==> config.mk <==
export PLATFORM = sky130hd
export DESIGN_NAME = des_decrypt_iter_flat
export DESIGN_NICKNAME = d
export VERILOG_FILES = /design/src/rtl/des_decrypt_iter_if.sv /design/src/rtl/des_decrypt_iter.sv /design/src/flat_wrapper.sv
export SDC_FILE = /design/constraint.sdc
export NUM_CORES = 1
export LEC_CHECK = 0
export BUFFER_PORTS_ARGS = -buffer_cell sky130_fd_sc_hd__buf_4
export CAP_MARGIN = 25
export CORE_MARGIN = 2
export CORE_UTILIZATION = 45
export CTS_BUF_LIST = sky130_fd_sc_hd__clkbuf_2
export CTS_CLUSTER_DIAMETER = 100
export DETAILED_ROUTE_END_ITERATION = 7
export PLACE_DENSITY = 0.66
export SLEW_MARGIN = 20
export SYNTH_ARGS = -nofsm -noshare
export SYNTH_HDL_FRONTEND = slang
export SYNTH_SLANG_ARGS = --single-unit
==> constraint.sdc <==
create_clock -name clk -period 4.7 [get_ports clk]
set_clock_uncertainty 0.05 [all_clocks]
set_input_delay 0.235 -clock clk [delete_from_list [all_inputs] [get_ports clk]]
set_output_delay 0.235 -clock clk [all_outputs]
set_load 0.02 [all_outputs]
==> src/rtl/des_decrypt_iter_if.sv <==
// Handshake bundle for des_decrypt_iter: ciphertext/key request channel,
// plaintext response channel and a busy flag.
// Optional DES_ENC_MODE_EN adds the 'enc' request bit (forward key schedule).
interface des_decrypt_iter_if;
    logic        in_valid;
    logic        in_ready;
    logic [0:63] ct;
    logic [0:63] key;
    logic        out_valid;
    logic        out_ready;
    logic [0:63] pt;
    logic        busy;
`ifdef DES_ENC_MODE_EN
    logic        enc;
`endif

    modport master (
`ifdef DES_ENC_MODE_EN
        output enc,
`endif
        output in_valid, ct, key, out_ready,
        input  in_ready, out_valid, pt, busy
    );

    modport slave (
`ifdef DES_ENC_MODE_EN
        input  enc,
`endif
        input  in_valid, ct, key, out_ready,
        output in_ready, out_valid, pt, busy
    );
endinterface

==> src/rtl/des_decrypt_iter.sv <==
// Iterative DES decryption core. RPC Feistel rounds per clock (1,2,4,8,16),
// key schedule walked backwards from K16 to K1 by rotating C/D right.
// Bit vectors use DES numbering: index 0 is DES bit 1 (the MSB).
// Optional macro DES_ENC_MODE_EN: adds an 'enc' request bit selecting the
// forward (encryption) key schedule with identical timing.
module des_decrypt_iter #(
    parameter int RPC = 1
) (
    input logic               clk,
    input logic               rst_n,
    des_decrypt_iter_if.slave bus
);

    if (!(RPC == 1 || RPC == 2 || RPC == 4 || RPC == 8 || RPC == 16)) begin : g_rpc_check
        $error("des_decrypt_iter: RPC must be one of 1, 2, 4, 8, 16");
    end

    typedef enum logic [1:0] {
        ST_IDLE = 2'd0,
        ST_RUN  = 2'd1,
        ST_DONE = 2'd2
    } state_t;

    // Permutation tables hold 1-based DES bit numbers; FP is the inverse of IP.
    localparam logic [0:63][6:0] IP_T = {
        7'd58, 7'd50, 7'd42, 7'd34, 7'd26, 7'd18, 7'd10, 7'd2,  7'd60, 7'd52, 7'd44, 7'd36, 7'd28, 7'd20, 7'd12, 7'd4,
        7'd62, 7'd54, 7'd46, 7'd38, 7'd30, 7'd22, 7'd14, 7'd6,  7'd64, 7'd56, 7'd48, 7'd40, 7'd32, 7'd24, 7'd16, 7'd8,
        7'd57, 7'd49, 7'd41, 7'd33, 7'd25, 7'd17, 7'd9,  7'd1,  7'd59, 7'd51, 7'd43, 7'd35, 7'd27, 7'd19, 7'd11, 7'd3,
        7'd61, 7'd53, 7'd45, 7'd37, 7'd29, 7'd21, 7'd13, 7'd5,  7'd63, 7'd55, 7'd47, 7'd39, 7'd31, 7'd23, 7'd15, 7'd7
    };

    localparam logic [0:31][5:0] P_T = {
        6'd16, 6'd7,  6'd20, 6'd21, 6'd29, 6'd12, 6'd28, 6'd17, 6'd1,  6'd15, 6'd23, 6'd26, 6'd5,  6'd18, 6'd31, 6'd10,
        6'd2,  6'd8,  6'd24, 6'd14, 6'd32, 6'd27, 6'd3,  6'd9,  6'd19, 6'd13, 6'd30, 6'd6,  6'd22, 6'd11, 6'd4,  6'd25
    };

    // PC-1 skips the parity bits 8,16,..,64, so they never reach the schedule.
    localparam logic [0:55][5:0] PC1_T = {
        6'd57, 6'd49, 6'd41, 6'd33, 6'd25, 6'd17, 6'd9,  6'd1,  6'd58, 6'd50, 6'd42, 6'd34, 6'd26, 6'd18,
        6'd10, 6'd2,  6'd59, 6'd51, 6'd43, 6'd35, 6'd27, 6'd19, 6'd11, 6'd3,  6'd60, 6'd52, 6'd44, 6'd36,
        6'd63, 6'd55, 6'd47, 6'd39, 6'd31, 6'd23, 6'd15, 6'd7,  6'd62, 6'd54, 6'd46, 6'd38, 6'd30, 6'd22,
        6'd14, 6'd6,  6'd61, 6'd53, 6'd45, 6'd37, 6'd29, 6'd21, 6'd13, 6'd5,  6'd28, 6'd20, 6'd12, 6'd4
    };

    localparam logic [0:47][5:0] PC2_T = {
        6'd14, 6'd17, 6'd11, 6'd24, 6'd1,  6'd5,  6'd3,  6'd28, 6'd15, 6'd6,  6'd21, 6'd10,
        6'd23, 6'd19, 6'd12, 6'd4,  6'd26, 6'd8,  6'd16, 6'd7,  6'd27, 6'd20, 6'd13, 6'd2,
        6'd41, 6'd52, 6'd31, 6'd37, 6'd47, 6'd55, 6'd30, 6'd40, 6'd51, 6'd45, 6'd33, 6'd48,
        6'd44, 6'd49, 6'd39, 6'd56, 6'd34, 6'd53, 6'd46, 6'd42, 6'd50, 6'd36, 6'd29, 6'd32
    };

    // S-boxes: one 64-bit word per row, column 0 in the top nibble.
    localparam logic [0:7][0:3][63:0] SBOX = {
        64'hE4D12FB83A6C5907, 64'h0F74E2D1A6CB9538, 64'h41E8D62BFC973A50, 64'hFC8249175B3EA06D,
        64'hF18E6B34972DC05A, 64'h3D47F28EC01A69B5, 64'h0E7BA4D158C6932F, 64'hD8A13F42B67C05E9,
        64'hA09E63F51DC7B428, 64'hD709346A285ECBF1, 64'hD6498F30B12C5AE7, 64'h1AD069874FE3B52C,
        64'h7DE3069A1285BC4F, 64'hD8B56F03472C1AE9, 64'hA690CB7DF13E5284, 64'h3F06A1D8945BC72E,
        64'h2C417AB6853FD0E9, 64'hEB2C47D150FA3986, 64'h421BAD78F9C5630E, 64'hB8C71E2D6F09A453,
        64'hC1AF92680D34E75B, 64'hAF427C9561DE0B38, 64'h9EF528C3704A1DB6, 64'h432C95FABE17608D,
        64'h4B2EF08D3C975A61, 64'hD0B7491AE35C2F86, 64'h14BDC37EAF680592, 64'h6BD814A7950FE23C,
        64'hD2846FB1A93E50C7, 64'h1FD8A374C56B0E92, 64'h7B419CE206ADF358, 64'h21E74A8DFC90356B
    };

    function automatic logic [0:63] perm_ip(input logic [0:63] x);
        logic [0:63] y;
        y = 64'd0;
        for (int i = 0; i < 64; i++) y[i] = x[6'(IP_T[i] - 7'd1)];
        return y;
    endfunction

    function automatic logic [0:63] perm_fp(input logic [0:63] x);
        logic [0:63] y;
        y = 64'd0;
        for (int i = 0; i < 64; i++) y[6'(IP_T[i] - 7'd1)] = x[i];
        return y;
    endfunction

    function automatic logic [0:55] perm_pc1(input logic [0:63] k);
        logic [0:55] y;
        y = 56'd0;
        for (int i = 0; i < 56; i++) y[i] = k[PC1_T[i] - 6'd1];
        return y;
    endfunction

    function automatic logic [0:47] perm_pc2(input logic [0:55] cd);
        logic [0:47] y;
        y = 48'd0;
        for (int i = 0; i < 48; i++) y[i] = cd[PC2_T[i] - 6'd1];
        return y;
    endfunction

    // Rotation applied before round 'rnd' (0-based). Decryption: none before
    // round 0, then right by 1 at rounds 1, 8, 15 and by 2 elsewhere.
    // Encryption: left by 1 at rounds 0, 1, 8, 15 and by 2 elsewhere.
    function automatic logic [1:0] key_shift(input logic [4:0] rnd, input logic enc);
        logic single;
        single = (rnd == 5'd1) || (rnd == 5'd8) || (rnd == 5'd15);
        if (enc) begin
            return (single || (rnd == 5'd0)) ? 2'd1 : 2'd2;
        end else if (rnd == 5'd0) begin
            return 2'd0;
        end else begin
            return single ? 2'd1 : 2'd2;
        end
    endfunction

    function automatic logic [0:27] rot28(input logic [0:27] c, input logic [1:0] n, input logic left);
        logic [0:27] y;
        if (left) begin
            case (n)
                2'd1:    y = {c[1:27], c[0]};
                2'd2:    y = {c[2:27], c[0:1]};
                default: y = c;
            endcase
        end else begin
            case (n)
                2'd1:    y = {c[27], c[0:26]};
                2'd2:    y = {c[26:27], c[0:25]};
                default: y = c;
            endcase
        end
        return y;
    endfunction

    function automatic logic [0:31] feistel(input logic [0:31] r, input logic [0:47] k);
        logic [0:47] x;
        logic [0:31] s;
        logic [0:31] y;
        logic [0:5]  grp;
        logic [1:0]  row;
        logic [3:0]  col;
        logic [63:0] word;
        x = 48'd0;
        s = 32'd0;
        y = 32'd0;
        // E expansion: group g takes R bits 4g-1 .. 4g+4 (wrapping).
        for (int g = 0; g < 8; g++) begin
            for (int j = 0; j < 6; j++) begin
                x[g*6 + j] = r[5'((4*g + j + 31) % 32)];
            end
        end
        x = x ^ k;
        for (int g = 0; g < 8; g++) begin
            grp  = x[g*6 +: 6];
            row  = {grp[0], grp[5]};
            col  = grp[1:4];
            word = SBOX[g][row];
            s[g*4 +: 4] = 4'(word >> (6'd60 - {col, 2'b00}));
        end
        for (int i = 0; i < 32; i++) y[i] = s[5'(P_T[i] - 6'd1)];
        return y;
    endfunction

    state_t      state_r, state_nx;
    logic [4:0]  cnt_r, cnt_nx;
    logic [0:31] l_r, r_r, l_nx, r_nx;
    logic [0:27] c_r, d_r, c_nx, d_nx;
    logic [0:63] pt_r, pt_nx;
    logic        in_ready_r, out_valid_r, busy_r;
    logic        mode_enc_s;

    logic [0:31] l_rnd_s, r_rnd_s, f_s;
    logic [0:27] c_rnd_s, d_rnd_s;
    logic [4:0]  rnd_s;
    logic [1:0]  sh_s;
    logic [0:47] rk_s;

`ifdef DES_ENC_MODE_EN
    logic        enc_r, enc_nx;
    assign mode_enc_s = enc_r;
`else
    assign mode_enc_s = 1'b0;
`endif

    // RPC unrolled rounds starting at round index cnt_r
    always_comb begin
        l_rnd_s = l_r;
        r_rnd_s = r_r;
        c_rnd_s = c_r;
        d_rnd_s = d_r;
        rnd_s   = cnt_r;
        sh_s    = 2'd0;
        rk_s    = 48'd0;
        f_s     = 32'd0;
        for (int k = 0; k < RPC; k++) begin
            rnd_s   = cnt_r + 5'(k);
            sh_s    = key_shift(rnd_s, mode_enc_s);
            c_rnd_s = rot28(c_rnd_s, sh_s, mode_enc_s);
            d_rnd_s = rot28(d_rnd_s, sh_s, mode_enc_s);
            rk_s    = perm_pc2({c_rnd_s, d_rnd_s});
            f_s     = l_rnd_s ^ feistel(r_rnd_s, rk_s);
            l_rnd_s = r_rnd_s;
            r_rnd_s = f_s;
        end
    end

    // Next-state and datapath load/update selection
    always_comb begin
        state_nx = state_r;
        cnt_nx   = cnt_r;
        l_nx     = l_r;
        r_nx     = r_r;
        c_nx     = c_r;
        d_nx     = d_r;
        pt_nx    = pt_r;
`ifdef DES_ENC_MODE_EN
        enc_nx   = enc_r;
`endif
        case (state_r)
            ST_IDLE: begin
                if (bus.in_valid) begin
                    state_nx     = ST_RUN;
                    {l_nx, r_nx} = perm_ip(bus.ct);
                    {c_nx, d_nx} = perm_pc1(bus.key);
                    cnt_nx       = 5'd0;
`ifdef DES_ENC_MODE_EN
                    enc_nx       = bus.enc;
`endif
                end else begin
                    state_nx = ST_IDLE;
                end
            end
            ST_RUN: begin
                l_nx   = l_rnd_s;
                r_nx   = r_rnd_s;
                c_nx   = c_rnd_s;
                d_nx   = d_rnd_s;
                cnt_nx = cnt_r + 5'(RPC);
                if (cnt_nx == 5'd16) begin
                    state_nx = ST_DONE;
                    // Final swap: output is FP(R16 || L16).
                    pt_nx    = perm_fp({r_rnd_s, l_rnd_s});
                end else begin
                    state_nx = ST_RUN;
                end
            end
            ST_DONE: begin
                if (bus.out_ready) begin
                    state_nx = ST_IDLE;
                end else begin
                    state_nx = ST_DONE;
                end
            end
            default: begin
                state_nx = ST_IDLE;
            end
        endcase
    end

    // State, datapath and registered handshake outputs
    always_ff @(posedge clk or negedge rst_n) begin
        if (!rst_n) begin
            state_r     <= ST_IDLE;
            cnt_r       <= 5'd0;
            l_r         <= 32'd0;
            r_r         <= 32'd0;
            c_r         <= 28'd0;
            d_r         <= 28'd0;
            pt_r        <= 64'd0;
            in_ready_r  <= 1'b1;
            out_valid_r <= 1'b0;
            busy_r      <= 1'b0;
`ifdef DES_ENC_MODE_EN
            enc_r       <= 1'b0;
`endif
        end else begin
            state_r     <= state_nx;
            cnt_r       <= cnt_nx;
            l_r         <= l_nx;
            r_r         <= r_nx;
            c_r         <= c_nx;
            d_r         <= d_nx;
            pt_r        <= pt_nx;
            in_ready_r  <= (state_nx == ST_IDLE);
            out_valid_r <= (state_nx == ST_DONE);
            busy_r      <= (state_nx != ST_IDLE);
`ifdef DES_ENC_MODE_EN
            enc_r       <= enc_nx;
`endif
        end
    end

    assign bus.in_ready  = in_ready_r;
    assign bus.out_valid = out_valid_r;
    assign bus.pt        = pt_r;
    assign bus.busy      = busy_r;

endmodule

==> src/flat_wrapper.sv <==
// flat-port wrapper written by rule: the top's interface ports become plain ports
module des_decrypt_iter_flat 
#(
    parameter int RPC = 1
)
  (clk, rst_n, bus_in_valid, bus_ct, bus_key, bus_out_ready, bus_in_ready, bus_out_valid, bus_pt, bus_busy);
  des_decrypt_iter_if bus_i ();
  input logic clk;
  input logic rst_n;
  input wire logic [$bits(bus_i.in_valid)-1:0] bus_in_valid;
  input wire logic [$bits(bus_i.ct)-1:0] bus_ct;
  input wire logic [$bits(bus_i.key)-1:0] bus_key;
  input wire logic [$bits(bus_i.out_ready)-1:0] bus_out_ready;
  output wire logic [$bits(bus_i.in_ready)-1:0] bus_in_ready;
  output wire logic [$bits(bus_i.out_valid)-1:0] bus_out_valid;
  output wire logic [$bits(bus_i.pt)-1:0] bus_pt;
  output wire logic [$bits(bus_i.busy)-1:0] bus_busy;
  assign bus_i.in_valid = bus_in_valid;
  assign bus_i.ct = bus_ct;
  assign bus_i.key = bus_key;
  assign bus_i.out_ready = bus_out_ready;
  assign bus_in_ready = bus_i.in_ready;
  assign bus_out_valid = bus_i.out_valid;
  assign bus_pt = bus_i.pt;
  assign bus_busy = bus_i.busy;
  des_decrypt_iter #(.RPC(RPC)) u_core (.clk(clk), .rst_n(rst_n), .bus(bus_i));
endmodule
Word level (Yosys, flattened, before mapping)
Cells that the tools add are included.
{"block": "totals", "ff_bits": 194, "output_inout_bits": 67, "elab_cells": 110, "in_bits": 132}
{"block": "op_classes", "add_sub_neg": 9, "n_lt_le_gt_ge": 8, "n_reduce_logical": 10, "bitwise": 10, "n_eq_ne": 11, "shift": 8, "mux": 42}
{"cell": "binary-select mux 64 bit (select 2 bit)", "count": 8}
{"cell": "two-way mux 64 bit", "count": 16}
{"cell": "right shift 64 x 6 -> 4 bit", "count": 8}
{"cell": "case mux 28 bit (2 select lines)", "count": 4}
{"cell": "case mux 32 bit (2 select lines)", "count": 2}
{"cell": "two-way mux 32 bit", "count": 2}
{"cell": "two-way mux 28 bit", "count": 2}
{"cell": "subtractor 6 bit (first input constant)", "count": 8}
{"cell": "XOR 48 bit", "count": 1}
{"cell": "XOR 32 bit", "count": 1}
{"cell": ">= comparator 3 bit (second input constant)", "count": 8}
{"cell": "inverter 2 -> 3 bit", "count": 8}
{"cell": "equality test 5 x 4 -> 1 bit (second input constant)", "count": 2}
{"cell": "case mux 5 bit (2 select lines)", "count": 1}
{"cell": "two-way mux 2 bit", "count": 4}
{"cell": "equality test 2 bit (second input constant)", "count": 3}
{"cell": "case mux 2 bit (3 select lines)", "count": 1}
{"cell": "adder 5 x 1 -> 5 bit (second input constant)", "count": 1}
{"cell": "equality test 5 x 1 -> 1 bit (second input constant)", "count": 1}
{"cell": "equality test 5 bit (second input constant)", "count": 1}
{"cell": "logical NOT 5 bit", "count": 1}
{"cell": "two-way mux 5 bit", "count": 1}
{"cell": "equality test 2 x 1 -> 1 bit (second input constant)", "count": 2}
{"cell": "logical NOT 2 bit", "count": 2}
{"cell": "other kinds (7)", "count": 10}

Longest topological paths before layout
Gate-level depths: netlist of run 1.
{"block": "depth", "word_depth": 15, "mapped_depth": 19}

Worst setup path after synthesis of run 1
Ideal clock, no wire load.
{"block": "synth_timing", "kind": "flip-flop to flip-flop", "start": "register u_core.cnt_r[0]", "end": "register u_core.pt_r (netlist bit u_core.bus.pt[15])", "path_stages_with_launch": 18, "arrival_time_ns": 3.852, "required_time_ns": 4.525, "path_slack_ns": 0.674, "setup_ns": 0.125, "n_path_buf": 2, "path_cell_list": "dfrtp_1 ha_1 and3_1 ha_1 o21ba_2 a21oi_2 clkbuf_1 clkbuf_1 o22ai_1 nor2_1 xor2_1 inv_1 ha_1 nand2_1 nand2_1 mux4_2 xnor2_1 mux2_2"}
{"block": "synth_between", "elab_chain_len": 14, "word_cells_on_any_way": 22}
{"element": "from (decl)", "line_no": "des_decrypt_iter.sv:155", "rtl": "logic [4:0] cnt_r, cnt_nx;"}
{"element": "from (signal assigned)", "line_no": "des_decrypt_iter.sv:268", "rtl": "cnt_r <= cnt_nx;"}
{"element": "parallel branches: the longest is 14 deep, another holds subtractor 6 bit"}
{"element": "to (signal assigned)", "line_no": "des_decrypt_iter.sv:273", "rtl": "pt_r <= pt_nx;"}
{"element": "to (decl)", "line_no": "des_decrypt_iter.sv:158", "rtl": "logic [0:63] pt_r, pt_nx;"}
Parallel ways; which one is timed is not known. The select of a mux whose other input is x is not followed.
A chain may end at the register's enable or synchronous reset.

Worst setup path after layout of run 1
{"block": "layout_timing", "start": "register u_core.cnt_r[0]", "end": "register u_core.r_r (netlist bit u_core.l_rnd_s[5])"}
{"block": "layout_between", "elab_chain_len": 15, "word_cells_on_any_way": 20}
{"element": "equality test 5 x 1 -> 1 bit or equality test 5 x 4 -> 1 bit (tied branches)", "line_no": "des_decrypt_iter.sv:97", "rtl": "single = (rnd == 5'd1) || (rnd == 5'd8) || (rnd == 5'd15);"}
{"element": "logical OR 1 bit (2 in series)", "line_no": "des_decrypt_iter.sv:97"}
{"element": "two-way mux 2 bit", "line_no": "des_decrypt_iter.sv:103", "rtl": "return single ? 2'd1 : 2'd2;"}
{"element": "two-way mux 2 bit *", "line_no": "des_decrypt_iter.sv:100", "rtl": "end else if (rnd == 5'd0) begin"}
{"element": "equality test 2 bit or equality test 2 x 1 -> 1 bit (tied branches)"}
{"element": "case mux 28 bit (2 select lines) *", "line_no": "des_decrypt_iter.sv:116", "rtl": "case (n)"}
{"element": "XOR 48 bit *", "line_no": "des_decrypt_iter.sv:142", "rtl": "x = x ^ k;"}
{"element": "parallel branches: the longest is 4 deep, another holds subtractor 6 bit"}
{"element": "right shift 64 x 6 -> 4 bit *", "line_no": "des_decrypt_iter.sv:148", "rtl": "s[g*4 +: 4] = 4'(word >> (6'd60 - {col, 2'b00}));"}
{"element": "XOR 32 bit *", "line_no": "des_decrypt_iter.sv:191", "rtl": "f_s = l_rnd_s ^ feistel(r_rnd_s, rk_s);"}
{"element": "case mux 32 bit (2 select lines) *", "line_no": "des_decrypt_iter.sv:209", "rtl": "case (state_r)"}
{"element": "to (signal assigned)", "line_no": "des_decrypt_iter.sv:270", "rtl": "r_r <= r_nx;"}
{"element": "to (decl)", "line_no": "des_decrypt_iter.sv:156", "rtl": "logic [0:31] l_r, r_r, l_nx, r_nx;"}
Every way passes the cells marked *. The select of a mux whose other input is x is not followed.

==> run_summary.xml, run 1 <==
<?xml version="1.0" encoding="UTF-8"?>
<metrics>
  <group name="outcome">
    <metric name="run_status" unit="">completed</metric>
  </group>
  <group name="worst_setup_path">
    <metric name="arrival" unit="ns">5.07</metric>
    <metric name="cp-start-kind" unit="">flip-flop</metric>
    <metric name="critical_path.most_common_cell" unit="">sky130_fd_sc_hd__ha_1</metric>
    <metric name="critical_path.max_fanout" unit="">28</metric>
    <metric name="crit_required" unit="ns">5.41</metric>
    <metric name="worst_case_reg_to_reg_path_depth" unit="">14</metric>
    <metric name="critical_path.reg2reg.endpoint" unit="">u_core.l_rnd_s[5]</metric>
    <metric name="cp_cell_sequence" unit="">ha_1, and3_1, ha_1, or2_2, o211ai_2, buf_12, o221ai_1, xnor2_2, ha_1, nor2_1, o31ai_1, o311ai_1, mux2i_1, a21oi_1</metric>
    <metric name="rrSetupSlack" unit="ns">0.34</metric>
    <metric name="worstSetupEndpointType" unit="">flip-flop</metric>
    <metric name="critical_path.slowest_cell" unit="">sky130_fd_sc_hd__o311ai_1</metric>
    <metric name="max_stage_delay" unit="ns">0.65</metric>
    <metric name="crit_start" unit="">u_core.cnt_r[0]</metric>
    <metric name="regToRegStartpoint" unit="">u_core.cnt_r[0]</metric>
    <metric name="timing.setup.critical_path_class" unit="">flip-flop to flip-flop</metric>
  </group>
  <group name="floorplan">
    <metric name="floorplan.die_area" unit="µm²">27400</metric>
    <metric name="die_w" unit="µm">165</metric>
    <metric name="row_count" unit="">59</metric>
    <metric name="top_level_pins" unit="">199</metric>
    <metric name="die_height" unit="µm">165</metric>
    <metric name="initial_core_util" unit="%">45.4</metric>
    <metric name="area_of_the_core" unit="µm²">25800</metric>
  </group>
  <group name="logic_synthesis">
    <metric name="synth_top_cell_area_share" unit="%">41.2</metric>
    <metric name="yosysWarningCount" unit="">0</metric>
    <metric name="post_synth_arst_share" unit="%">100</metric>
    <metric name="synth_cell_type_count" unit="">78</metric>
    <metric name="synth_top_cells_by_area" unit="">sky130_fd_sc_hd__dfrtp_1, sky130_fd_sc_hd__a21oi_1, sky130_fd_sc_hd__o22ai_1</metric>
    <metric name="synth_cells" unit="">1299</metric>
    <metric name="syn_area" unit="µm²">11700</metric>
    <metric name="syn-num-nets" unit="">1460</metric>
    <metric name="number_of_enable_flip_flop_cells_after_synthesis" unit="">0</metric>
    <metric name="seq_area_frac_synth" unit="%">41.4</metric>
    <metric name="yosys.area.top_type" unit="">sky130_fd_sc_hd__dfrtp_1</metric>
    <metric name="synth_flop_type" unit="">sky130_fd_sc_hd__dfrtp_1</metric>
    <metric name="post_synthesis_average_cell_area" unit="µm²">9.03</metric>
    <metric name="ys_seq_elements" unit="">194</metric>
  </group>
  <group name="run">
    <metric name="cap_viol_max_count" unit="">0</metric>
  </group>
  <group name="grt">
    <metric name="first_global_vias" unit="">10695</metric>
    <metric name="overflow" unit="">0</metric>
    <metric name="grt_use_total" unit="%">27.5</metric>
    <metric name="antenna_found_initial" unit="">1</metric>
    <metric name="grt_max_degree" unit="">107</metric>
    <metric name="grt_pass1_wl" unit="mm">58.7</metric>
  </group>
  <group name="hold_path">
    <metric name="min_path_cells" unit="">4</metric>
    <metric name="min_delay_worst_endpoint" unit="">u_core.l_r[21]</metric>
    <metric name="hold_start" unit="">bus_ct[42]</metric>
    <metric name="worstHoldPathType" unit="">primary input to flip-flop</metric>
  </group>
  <group name="clock_tree">
    <metric name="tritoncts" unit="">built</metric>
    <metric name="clock_sink_count" unit="">194</metric>
    <metric name="cts_root_buf" unit="">sky130_fd_sc_hd__clkbuf_2</metric>
    <metric name="postCtsSetupBuffers" unit="">0</metric>
    <metric name="cts_buffers" unit="">17</metric>
    <metric name="number_of_h_tree_levels" unit="">4</metric>
    <metric name="post_cts.resized_instances" unit="">0</metric>
    <metric name="cts.reportedPaths.clkPinSlew" unit="ns">0.39</metric>
    <metric name="clock_latency" unit="ns">0.83</metric>
    <metric name="cts_max_path_buffers" unit="">2</metric>
  </group>
  <group name="routing">
    <metric name="drt_first_pass_iters" unit="">5</metric>
    <metric name="postRouteAntennaNets" unit="">0</metric>
    <metric name="finalWirelength" unit="mm">37.9</metric>
    <metric name="drc" unit="">0</metric>
    <metric name="drt_iter0_markers" unit="">1068</metric>
    <metric name="via_count" unit="">11275</metric>
    <metric name="route.detailed.vias_per_inst" unit="">5.84</metric>
    <metric name="post_drt_wl_per_cell" unit="µm">19.6</metric>
  </group>
  <group name="timing">
    <metric name="relSlewSlack" unit="%">32.5</metric>
    <metric name="fmax" unit="MHz">229</metric>
    <metric name="rsz0062_at_grt" unit="">false</metric>
    <metric name="slew_violations" unit="">0</metric>
    <metric name="finalCritPeriodShare" unit="%">92.8</metric>
    <metric name="report.final.setup_viol" unit="">0</metric>
    <metric name="fin_hold_ws" unit="ns">0.0721</metric>
    <metric name="finalSetupTns" unit="ns">0</metric>
    <metric name="finalHoldViolations" unit="">0</metric>
    <metric name="layout_min_cycle_time" unit="ns">4.36</metric>
    <metric name="tightestPinTransition" unit="ns">1.01</metric>
  </group>
  <group name="placed_design">
    <metric name="gp_congestion" unit="">0.883</metric>
    <metric name="numPortBuffers" unit="">190</metric>
    <metric name="place_hpwl" unit="mm">24.7</metric>
    <metric name="detailed_place.area" unit="µm²">13500</metric>
  </group>
  <group name="layout">
    <metric name="drive_above_1_share" unit="%">22.8</metric>
    <metric name="area.growth.synth_to_final" unit="%">29.9</metric>
    <metric name="fin_area" unit="µm²">15200</metric>
    <metric name="n_fill_cell" unit="">2291</metric>
    <metric name="final_net_count" unit="">1743</metric>
  </group>
</metrics>
per-stage QoR:
step                      utilization [%]  std cells  setup WS (ns)
after floorplan                         -       1299          0.674
after global placement               52.3       1762          0.353
after detailed placement             52.3       1762          0.322
after CTS                            58.8       1929          0.331
final                                58.9       1931          0.338
after global routing                 58.9       1931         0.0708
synth_stat cells (all sizes together) (8+ instances only):
library cell and n:
a21oi 146, nand2 149, and3 13, o221ai 17
ha 29, dfrtp 193, o22ai 103, xor2 21
clkbuf 68, o311ai 8, nand2b 19, mux2i 12
buf 32, o22a 19, nand3 50, mux2 45
xnor2 39, a211oi 16, o221a 13, nor3 11
nor2 99, inv 26, o21ai 87
state kept, by name, summed over array words and instances (netlist names):
name	count
u_core.bus.pt	64
u_core.bus.in_ready	1
u_core.l_r	32
u_core.c_r	28
u_core.bus.out_valid	1
u_core.bus.busy	1
u_core.l_rnd_s	32
u_core.d_r	28
u_core.cnt_r	5
u_core.state_r	2
cell usage in the layout (no fill, tap or decap), types with 7 or more instances in the layout:
cell type,count
sky130_fd_sc_hd__o22ai_1,103
sky130_fd_sc_hd__mux2_2,45
sky130_fd_sc_hd__o22a_1,19
sky130_fd_sc_hd__o221a_2,10
sky130_fd_sc_hd__xnor2_2,7
sky130_fd_sc_hd__mux2i_1,12
sky130_fd_sc_hd__nand2b_1,19
sky130_fd_sc_hd__xor2_1,14
sky130_fd_sc_hd__a211oi_1,15
sky130_fd_sc_hd__xnor2_1,32
sky130_fd_sc_hd__dlygate4sd3_1,134
sky130_fd_sc_hd__buf_4,224
sky130_fd_sc_hd__inv_1,24
sky130_fd_sc_hd__nor2b_1,7
sky130_fd_sc_hd__nor3_1,11
sky130_fd_sc_hd__a21oi_1,145
sky130_fd_sc_hd__o221ai_1,12
sky130_fd_sc_hd__ha_1,29
sky130_fd_sc_hd__dfrtp_1,193
sky130_fd_sc_hd__nand2_1,146
sky130_fd_sc_hd__nand3_1,50
sky130_fd_sc_hd__nor2_1,96
sky130_fd_sc_hd__clkbuf_2,17
sky130_fd_sc_hd__and3_1,13
sky130_fd_sc_hd__o21ai_0,78
layer usage:
layer | global-route usage (%) | share of wire (%)
met5 | 0 | 0
met4 | 6.03 | 1.2
met3 | 3.75 | 5.4
met2 | 45.2 | 48
met1 | 39.0 | 45
critical path: cells and delay by family (launching register included):
family / cells / cell delay (ns)
AO/OA/AOI/OAI: 5 / 1.30
adder cells (fa/ha/maj): 3 / 1.00
AND/OR/NAND/NOR: 3 / 0.75
flip-flops: 1 / 0.52
multiplexers: 1 / 0.26
buffers and inverters: 1 / 0.23
XOR/XNOR: 1 / 0.20
area by class of cell:
cell class                      instances  area (µm²)  share of cell area (%)
Antenna cell                            1        2.50                  0.0164
Clock buffer                           17        85.1                   0.559
Clock inverter                         15         220                    1.45
Inverter                               27         101                   0.665
Multi-Input combinational cell        978        6390                    42.0
Sequential cell                       194        4860                    31.9
Tap cell                              335         419                    2.75
Timing Repair Buffer                  364        3150                    20.7
repair_timing:
item / in CTS / in global routing
endpoints found under the setup margin: 0 / 0
hold buffers: 135 / 0
endpoints found under the hold margin: 219 / 0
logic make-up (layout without fill, tap and decap cells):
logic type / after synthesis / count (layout) / share of synthesized area, %
buffers and inverters: 127 / 423 / 4.60
adder cells (fa/ha/maj): 31 / 31 / 3.27
other: 0 / 1 / 0
multiplexers: 60 / 60 / 5.92
XOR/XNOR: 60 / 60 / 5.67
flip-flops: 194 / 194 / 41.4
AND/OR/NAND/NOR: 365 / 365 / 13.7
AO/OA/AOI/OAI: 462 / 462 / 25.4
how the worst max path moves through the flow:
stage	to	depth (start not counted)
2_1_floorplan	u_core.bus.pt[15]	17
3_3_place_gp	u_core.l_rnd_s[5]	14
3_5_place_dp	u_core.bus.pt[17]	14
4_1_cts	u_core.bus.pt[17]	14
5_1_grt	u_core.l_rnd_s[5]	14
6_report	u_core.l_rnd_s[5]	14
Power of run 1 is not shown: default switching activity piles up to over one toggle a cycle in this logic, so the estimate is an artifact.
==> inputs of run 2 (changes only) <==
--- a/config.mk
+++ b/config.mk
@@ -12,8 +12,7 @@
 export CTS_BUF_LIST = sky130_fd_sc_hd__clkbuf_2
 export CTS_CLUSTER_DIAMETER = 100
 export DETAILED_ROUTE_END_ITERATION = 7
-export PLACE_DENSITY = 0.66
-export SLEW_MARGIN = 20
+export PLACE_DENSITY_LB_ADDON = 0.15
 export SYNTH_ARGS = -nofsm -noshare
 export SYNTH_HDL_FRONTEND = slang
 export SYNTH_SLANG_ARGS = --single-unit
==> run 2 against run 1 <==
  * Wire length shrank 1.3%
  * Register-to-register slack lost 0.05 ns
  * Global-route usage grew 0.069 points
  * Non-clock buffer count grew 3
  * Critical endpoint unchanged
  * Largest cell class unchanged
==> run_summary.xml, run 2 (synthesis results as in run 1) <==
<?xml version="1.0" encoding="UTF-8"?>
<metrics>
  <group name="outcome">
    <metric name="run_status" unit="">completed</metric>
  </group>
  <group name="routing">
    <metric name="postRouteAntennaNets" unit="">0</metric>
    <metric name="via_count" unit="">11222</metric>
    <metric name="route.detailed.vias_per_inst" unit="">5.80</metric>
    <metric name="finalWirelength" unit="mm">37.4</metric>
    <metric name="drc" unit="">0</metric>
    <metric name="drt_iter0_markers" unit="">999</metric>
    <metric name="post_drt_wl_per_cell" unit="µm">19.3</metric>
    <metric name="drt_first_pass_iters" unit="">5</metric>
  </group>
  <group name="grt">
    <metric name="grt_use_total" unit="%">27.6</metric>
    <metric name="first_global_vias" unit="">10708</metric>
    <metric name="grt_max_degree" unit="">104</metric>
    <metric name="grt_pass1_wl" unit="mm">58.9</metric>
    <metric name="overflow" unit="">0</metric>
    <metric name="antenna_found_initial" unit="">2</metric>
  </group>
  <group name="worst_setup_path">
    <metric name="worst_case_reg_to_reg_path_depth" unit="">14</metric>
    <metric name="critical_path.max_fanout" unit="">20</metric>
    <metric name="worstSetupEndpointType" unit="">flip-flop</metric>
    <metric name="cp-start-kind" unit="">flip-flop</metric>
    <metric name="arrival" unit="ns">5.10</metric>
    <metric name="rrSetupSlack" unit="ns">0.29</metric>
    <metric name="regToRegStartpoint" unit="">u_core.cnt_r[0]</metric>
    <metric name="crit_required" unit="ns">5.39</metric>
    <metric name="setup.worst_path.end" unit="">u_core.l_rnd_s[5]</metric>
    <metric name="critical_path.reg2reg.endpoint" unit="">u_core.l_rnd_s[5]</metric>
    <metric name="crit_start" unit="">u_core.cnt_r[0]</metric>
    <metric name="timing.setup.critical_path_class" unit="">flip-flop to flip-flop</metric>
  </group>
  <group name="layout">
    <metric name="mostFrequentLayoutCell" unit="">sky130_fd_sc_hd__buf_4</metric>
    <metric name="drive_above_1_share" unit="%">22.7</metric>
    <metric name="final_net_count" unit="">1746</metric>
    <metric name="n_fill_cell" unit="">2269</metric>
    <metric name="sequential_cell_area" unit="µm²">4860</metric>
    <metric name="most_frequent_cells_in_the_layout" unit="">sky130_fd_sc_hd__buf_4, sky130_fd_sc_hd__dfrtp_1, sky130_fd_sc_hd__nand2_1</metric>
    <metric name="largest_register_ffs" unit="">64</metric>
    <metric name="fin_area" unit="µm²">15200</metric>
    <metric name="multi_input_comb_area" unit="µm²">6390</metric>
    <metric name="area.growth.synth_to_final" unit="%">29.7</metric>
  </group>
  <group name="clock_tree">
    <metric name="clock_sink_count" unit="">194</metric>
    <metric name="cts_max_path_buffers" unit="">2</metric>
    <metric name="cts_root_buf" unit="">sky130_fd_sc_hd__clkbuf_2</metric>
    <metric name="number_of_h_tree_levels" unit="">4</metric>
    <metric name="clock_latency" unit="ns">0.82</metric>
    <metric name="cts_buffers" unit="">17</metric>
    <metric name="post_cts.resized_instances" unit="">0</metric>
    <metric name="cts.reportedPaths.clkPinSlew" unit="ns">0.34</metric>
    <metric name="tritoncts" unit="">built</metric>
  </group>
  <group name="placed_design">
    <metric name="gp_congestion" unit="">0.915</metric>
    <metric name="place_hpwl" unit="mm">24.9</metric>
    <metric name="detailed_place.area" unit="µm²">13500</metric>
    <metric name="numPortBuffers" unit="">190</metric>
  </group>
  <group name="timing">
    <metric name="finalSetupTns" unit="ns">0</metric>
    <metric name="relSlewSlack" unit="%">41.5</metric>
    <metric name="report.final.setup_viol" unit="">0</metric>
    <metric name="finalHoldViolations" unit="">0</metric>
    <metric name="slew_violations" unit="">0</metric>
    <metric name="finalCritPeriodShare" unit="%">93.8</metric>
    <metric name="layout_min_cycle_time" unit="ns">4.41</metric>
    <metric name="rsz0062_at_grt" unit="">false</metric>
    <metric name="tightestPinTransition" unit="ns">0.874</metric>
    <metric name="fmax" unit="MHz">227</metric>
  </group>
  <group name="floorplan">
    <metric name="top_level_pins" unit="">199</metric>
    <metric name="die_height" unit="µm">165</metric>
    <metric name="initial_core_util" unit="%">45.4</metric>
    <metric name="area_of_the_core" unit="µm²">25800</metric>
    <metric name="floorplan.die_area" unit="µm²">27400</metric>
    <metric name="die_w" unit="µm">165</metric>
    <metric name="row_count" unit="">59</metric>
  </group>
  <group name="run">
    <metric name="cap_viol_max_count" unit="">0</metric>
  </group>
  <group name="hold_path">
    <metric name="worstHoldPathType" unit="">primary input to flip-flop</metric>
  </group>
</metrics>
-- run 2: layout make-up --
class                   count  area share [%]
clock inverters            15            1.29
inverters                  27           0.667
multi-input cells         978            42.1
well taps                 335            2.76
repair buffers            367            20.7
flip-flops and latches    194            31.9
clock buffers              17           0.560
diodes                      2          0.0329
-- run 2: critical path, stage by stage (launching register included) --
cell	delay, ns
sky130_fd_sc_hd__dfrtp_1	0.53
sky130_fd_sc_hd__ha_1	0.24
sky130_fd_sc_hd__and3_1	0.17
sky130_fd_sc_hd__ha_1	0.19
sky130_fd_sc_hd__o21ba_2	0.20
sky130_fd_sc_hd__a21oi_4	0.49
sky130_fd_sc_hd__o221ai_1	0.37
sky130_fd_sc_hd__xnor2_2	0.36
sky130_fd_sc_hd__ha_1	0.44
sky130_fd_sc_hd__buf_4	0.23
sky130_fd_sc_hd__nor2_1	0.16
sky130_fd_sc_hd__o31ai_1	0.09
sky130_fd_sc_hd__o311ai_1	0.49
sky130_fd_sc_hd__mux2i_1	0.25
sky130_fd_sc_hd__a21oi_1	0.08
-- run 2: routing by layer --
metal  vias to the layer above  part of all wire, %  GRT usage (%)  wire length, µm
li1                       5338                    -              -                -
met1                      5426                   44           37.7            16500
met2                       410                   47           44.9            17700
met3                        48                  6.3           5.39             2370
met4                         0                  2.2           7.52              832
met5                         -                    0              0                0
-- run 2: metrics by stage --
stage / hold slack [ns] / std cells / utilization (%) / worst slack [ns]
after floorplan: -0.111 / 1299 / - / 0.674
after global routing: 0.0267 / 1935 / 58.8 / 0.0201
after global placement: 0.381 / 1763 / 52.3 / 0.421
after CTS: 0.0221 / 1932 / 58.7 / 0.364
after detailed placement: 0.374 / 1763 / 52.3 / 0.375
final: 0.0849 / 1935 / 58.8 / 0.293
-- run 2: repair_timing --
| action | 4_1_cts | 5_1_grt |
|---|---|---|
| endpoints found under the setup margin | 0 | 0 |
| buffers inserted | 0 | 0 |
| hold endpoints to repair | 231 | 0 |
| hold buffers | 137 | 0 |
-- run 2: worst min path at each step --
stage,startpoint,to,slack (ns),cells after the start
detailed placement,rst_n,u_core.bus.pt[46],0.37,1
floorplan,rst_n,u_core.bus.busy,-0.11,0
global placement,rst_n,u_core.bus.pt[54],0.38,1
global route,bus_in_valid,u_core.cnt_r[1],0.03,4
finish,bus_in_valid,u_core.cnt_r[4],0.08,4
CTS,bus_ct[8],u_core.l_r[25],0.02,4
Power of run 2 is left out for the same reason.
==> inputs of run 3 (changes only) <==
==> constraint.sdc (replaced) <==
create_clock -name clk -period 3.6 [get_ports clk]
set_clock_uncertainty 0.05 [all_clocks]
set_input_delay 0.18 -clock clk [delete_from_list [all_inputs] [get_ports clk]]
set_output_delay 0.18 -clock clk [all_outputs]
set_load 0.02 [all_outputs]
==> run 3 against run 2 <==
  * The run now ends with setup timing left
  * Die area unchanged
  * Wire length up 12%
  * Global-route usage increased by 2.4 points
  * Clock-buffer cell count unchanged
  * Sequential share of layout area fell by 4.0 points
  * First-iteration DRC count grew 4.3%
  * Largest cell class unchanged
==> run_summary.xml, run 3 (synthesis results as in run 1) <==
<?xml version="1.0" encoding="UTF-8"?>
<metrics>
  <group name="routing">
    <metric name="finalWirelength" unit="mm">42.0</metric>
    <metric name="route.detailed.vias_per_inst" unit="">5.81</metric>
    <metric name="drt_first_pass_iters" unit="">8</metric>
    <metric name="via_count" unit="">12119</metric>
    <metric name="drt_iter0_markers" unit="">1042</metric>
    <metric name="post_drt_wl_per_cell" unit="µm">20.1</metric>
    <metric name="drc" unit="">0</metric>
    <metric name="postRouteAntennaNets" unit="">0</metric>
  </group>
  <group name="timing">
    <metric name="fin_ws" unit="ns">-0.0845</metric>
    <metric name="layout_min_cycle_time" unit="ns">3.68</metric>
    <metric name="relSlewSlack" unit="%">51.3</metric>
    <metric name="finalCritPeriodShare" unit="%">102</metric>
    <metric name="rsz0062_at_grt" unit="">true</metric>
    <metric name="finalHoldViolations" unit="">0</metric>
    <metric name="report.final.setup_viol" unit="">11</metric>
    <metric name="slew_violations" unit="">0</metric>
    <metric name="fmax" unit="MHz">271</metric>
    <metric name="tightestPinTransition" unit="ns">0.731</metric>
  </group>
  <group name="grt">
    <metric name="first_global_vias" unit="">11472</metric>
    <metric name="grt_use_total" unit="%">30.0</metric>
    <metric name="overflow" unit="">0</metric>
    <metric name="grt_pass1_wl" unit="mm">63.2</metric>
    <metric name="antenna_found_initial" unit="">2</metric>
    <metric name="grt_max_degree" unit="">100</metric>
  </group>
  <group name="layout">
    <metric name="most_frequent_cells_in_the_layout" unit="">sky130_fd_sc_hd__buf_4, sky130_fd_sc_hd__dfrtp_1, sky130_fd_sc_hd__dlygate4sd3_1</metric>
    <metric name="area.growth.synth_to_final" unit="%">48.2</metric>
    <metric name="final_net_count" unit="">1896</metric>
    <metric name="largest_register_ffs" unit="">64</metric>
    <metric name="drive_above_1_share" unit="%">35.0</metric>
    <metric name="n_fill_cell" unit="">2135</metric>
    <metric name="mostFrequentLayoutCell" unit="">sky130_fd_sc_hd__buf_4</metric>
    <metric name="fin_area" unit="µm²">17400</metric>
  </group>
  <group name="clock_tree">
    <metric name="cts_buffers" unit="">17</metric>
    <metric name="clock_sink_count" unit="">194</metric>
    <metric name="number_of_h_tree_levels" unit="">4</metric>
    <metric name="cts_root_buf" unit="">sky130_fd_sc_hd__clkbuf_2</metric>
    <metric name="cts.reportedPaths.clkPinSlew" unit="ns">0.36</metric>
    <metric name="clock_latency" unit="ns">0.81</metric>
    <metric name="tritoncts" unit="">built</metric>
    <metric name="cts_max_path_buffers" unit="">2</metric>
  </group>
  <group name="worst_setup_path">
    <metric name="crit_required" unit="ns">4.30</metric>
    <metric name="critical_path.max_fanout" unit="">6</metric>
    <metric name="worstSetupEndpointType" unit="">flip-flop</metric>
    <metric name="timing.setup.critical_path_class" unit="">flip-flop to flip-flop</metric>
    <metric name="arrival" unit="ns">4.39</metric>
    <metric name="cp-start-kind" unit="">flip-flop</metric>
  </group>
  <group name="floorplan">
    <metric name="initial_core_util" unit="%">45.4</metric>
    <metric name="top_level_pins" unit="">199</metric>
    <metric name="area_of_the_core" unit="µm²">25800</metric>
    <metric name="die_height" unit="µm">165</metric>
    <metric name="die_w" unit="µm">165</metric>
    <metric name="row_count" unit="">59</metric>
    <metric name="floorplan.die_area" unit="µm²">27400</metric>
  </group>
  <group name="placed_design">
    <metric name="place_hpwl" unit="mm">27.2</metric>
    <metric name="detailed_place.area" unit="µm²">14500</metric>
    <metric name="numPortBuffers" unit="">190</metric>
    <metric name="gp_congestion" unit="">0.947</metric>
  </group>
  <group name="run">
    <metric name="cap_viol_max_count" unit="">0</metric>
  </group>
  <group name="outcome">
    <metric name="run_status" unit="">complete, but fails checks</metric>
    <metric name="violations" unit="">setup timing</metric>
  </group>
  <group name="hold_path">
    <metric name="worstHoldPathType" unit="">primary input to flip-flop</metric>
  </group>
</metrics>
run 3: cell count changes in the layout (fill, tap and decap cells not counted), sizes merged:
cell,before,now
buf,230,368
inv,34,31
dlygate4sd3,136,148
clkinv,8,10
bufinv,0,1
run 3: layout make-up:
class / instances / area, µm² / share of cell area (%)
Multi-Input combinational cell: 978 / 7240 / 41.7
Sequential cell: 194 / 4860 / 27.9
Timing Repair Buffer: 517 / 4450 / 25.6
Tap cell: 335 / 419 / 2.41
Clock inverter: 15 / 210 / 1.21
Inverter: 27 / 114 / 0.655
Clock buffer: 17 / 85.1 / 0.489
Antenna cell: 2 / 5.00 / 0.0288
run 3: per-stage QoR:
| step | setup WS, ns | cells | hold slack (ns) | TNS [ns] | utilization [%] |
|---|---|---|---|---|---|
| CTS | -0.0297 | 2053 | 0.00399 | -0.0659 | 63.9 |
| detailed placement | -0.136 | 1865 | 0.296 | -1.66 | 56.3 |
| finish | -0.0845 | 2085 | 0.0685 | -0.470 | 67.3 |
| global placement | -0.117 | 1865 | 0.304 | -0.783 | 56.3 |
| floorplan | -0.0637 | 1299 | -0.166 | -0.154 | - |
| global route | -0.244 | 2085 | 0.0235 | -4.09 | 67.3 |
run 3: per-layer routing:
| layer | wire length [µm] | vias to the layer above | GRT usage [%] |
|---|---|---|---|
| met3 | 2560 | 66 | 4.95 |
| met5 | 0 | - | 0 |
| met2 | 20600 | 471 | 49.2 |
| met4 | 961 | 0 | 8.62 |
| li1 | - | 5625 | - |
| met1 | 17900 | 5957 | 41.1 |
run 3: repair_timing:
action	CTS	global route
gates cloned	0	1
resized for setup	22	135
buffers inserted	8	30
hold endpoints to repair	284	2
pin swaps	6	50
hold buffers	148	1
endpoints found under the setup margin	27	32
run 3: worst paths after layout:
path	start	end	slack [ns]	depth (start not counted)
max in group asynchronous	rst_n	u_core.c_r[1]	2.55	4
min	bus_ct[0]	u_core.l_r[24]	0.07	4
max reg2reg	u_core.cnt_r[1]	u_core.l_rnd_s[5]	-0.08	17
max	u_core.cnt_r[1]	u_core.l_rnd_s[5]	-0.08	17
min reg2reg	u_core.l_r[28]	u_core.bus.pt[31]	0.46	1
min in group asynchronous	rst_n	u_core.bus.pt[50]	0.43	4
run 3: worst max-delay path: stages, from the launching register on:
cell and delay [ns]:
sky130_fd_sc_hd__dfrtp_1 0.48, sky130_fd_sc_hd__ha_2 0.20, sky130_fd_sc_hd__and3_4 0.15, sky130_fd_sc_hd__ha_4 0.16
sky130_fd_sc_hd__or2_4 0.24, sky130_fd_sc_hd__o211ai_4 0.28, sky130_fd_sc_hd__buf_6 0.18, sky130_fd_sc_hd__o221ai_4 0.15
sky130_fd_sc_hd__xnor2_4 0.32, sky130_fd_sc_hd__ha_4 0.29, sky130_fd_sc_hd__buf_12 0.15, sky130_fd_sc_hd__xnor2_2 0.14
sky130_fd_sc_hd__o21ai_1 0.07, sky130_fd_sc_hd__a32oi_1 0.21, sky130_fd_sc_hd__o311ai_2 0.13, sky130_fd_sc_hd__buf_4 0.17
sky130_fd_sc_hd__mux2i_2 0.18, sky130_fd_sc_hd__a21oi_1 0.08
Power of run 3 is left out for the same reason.
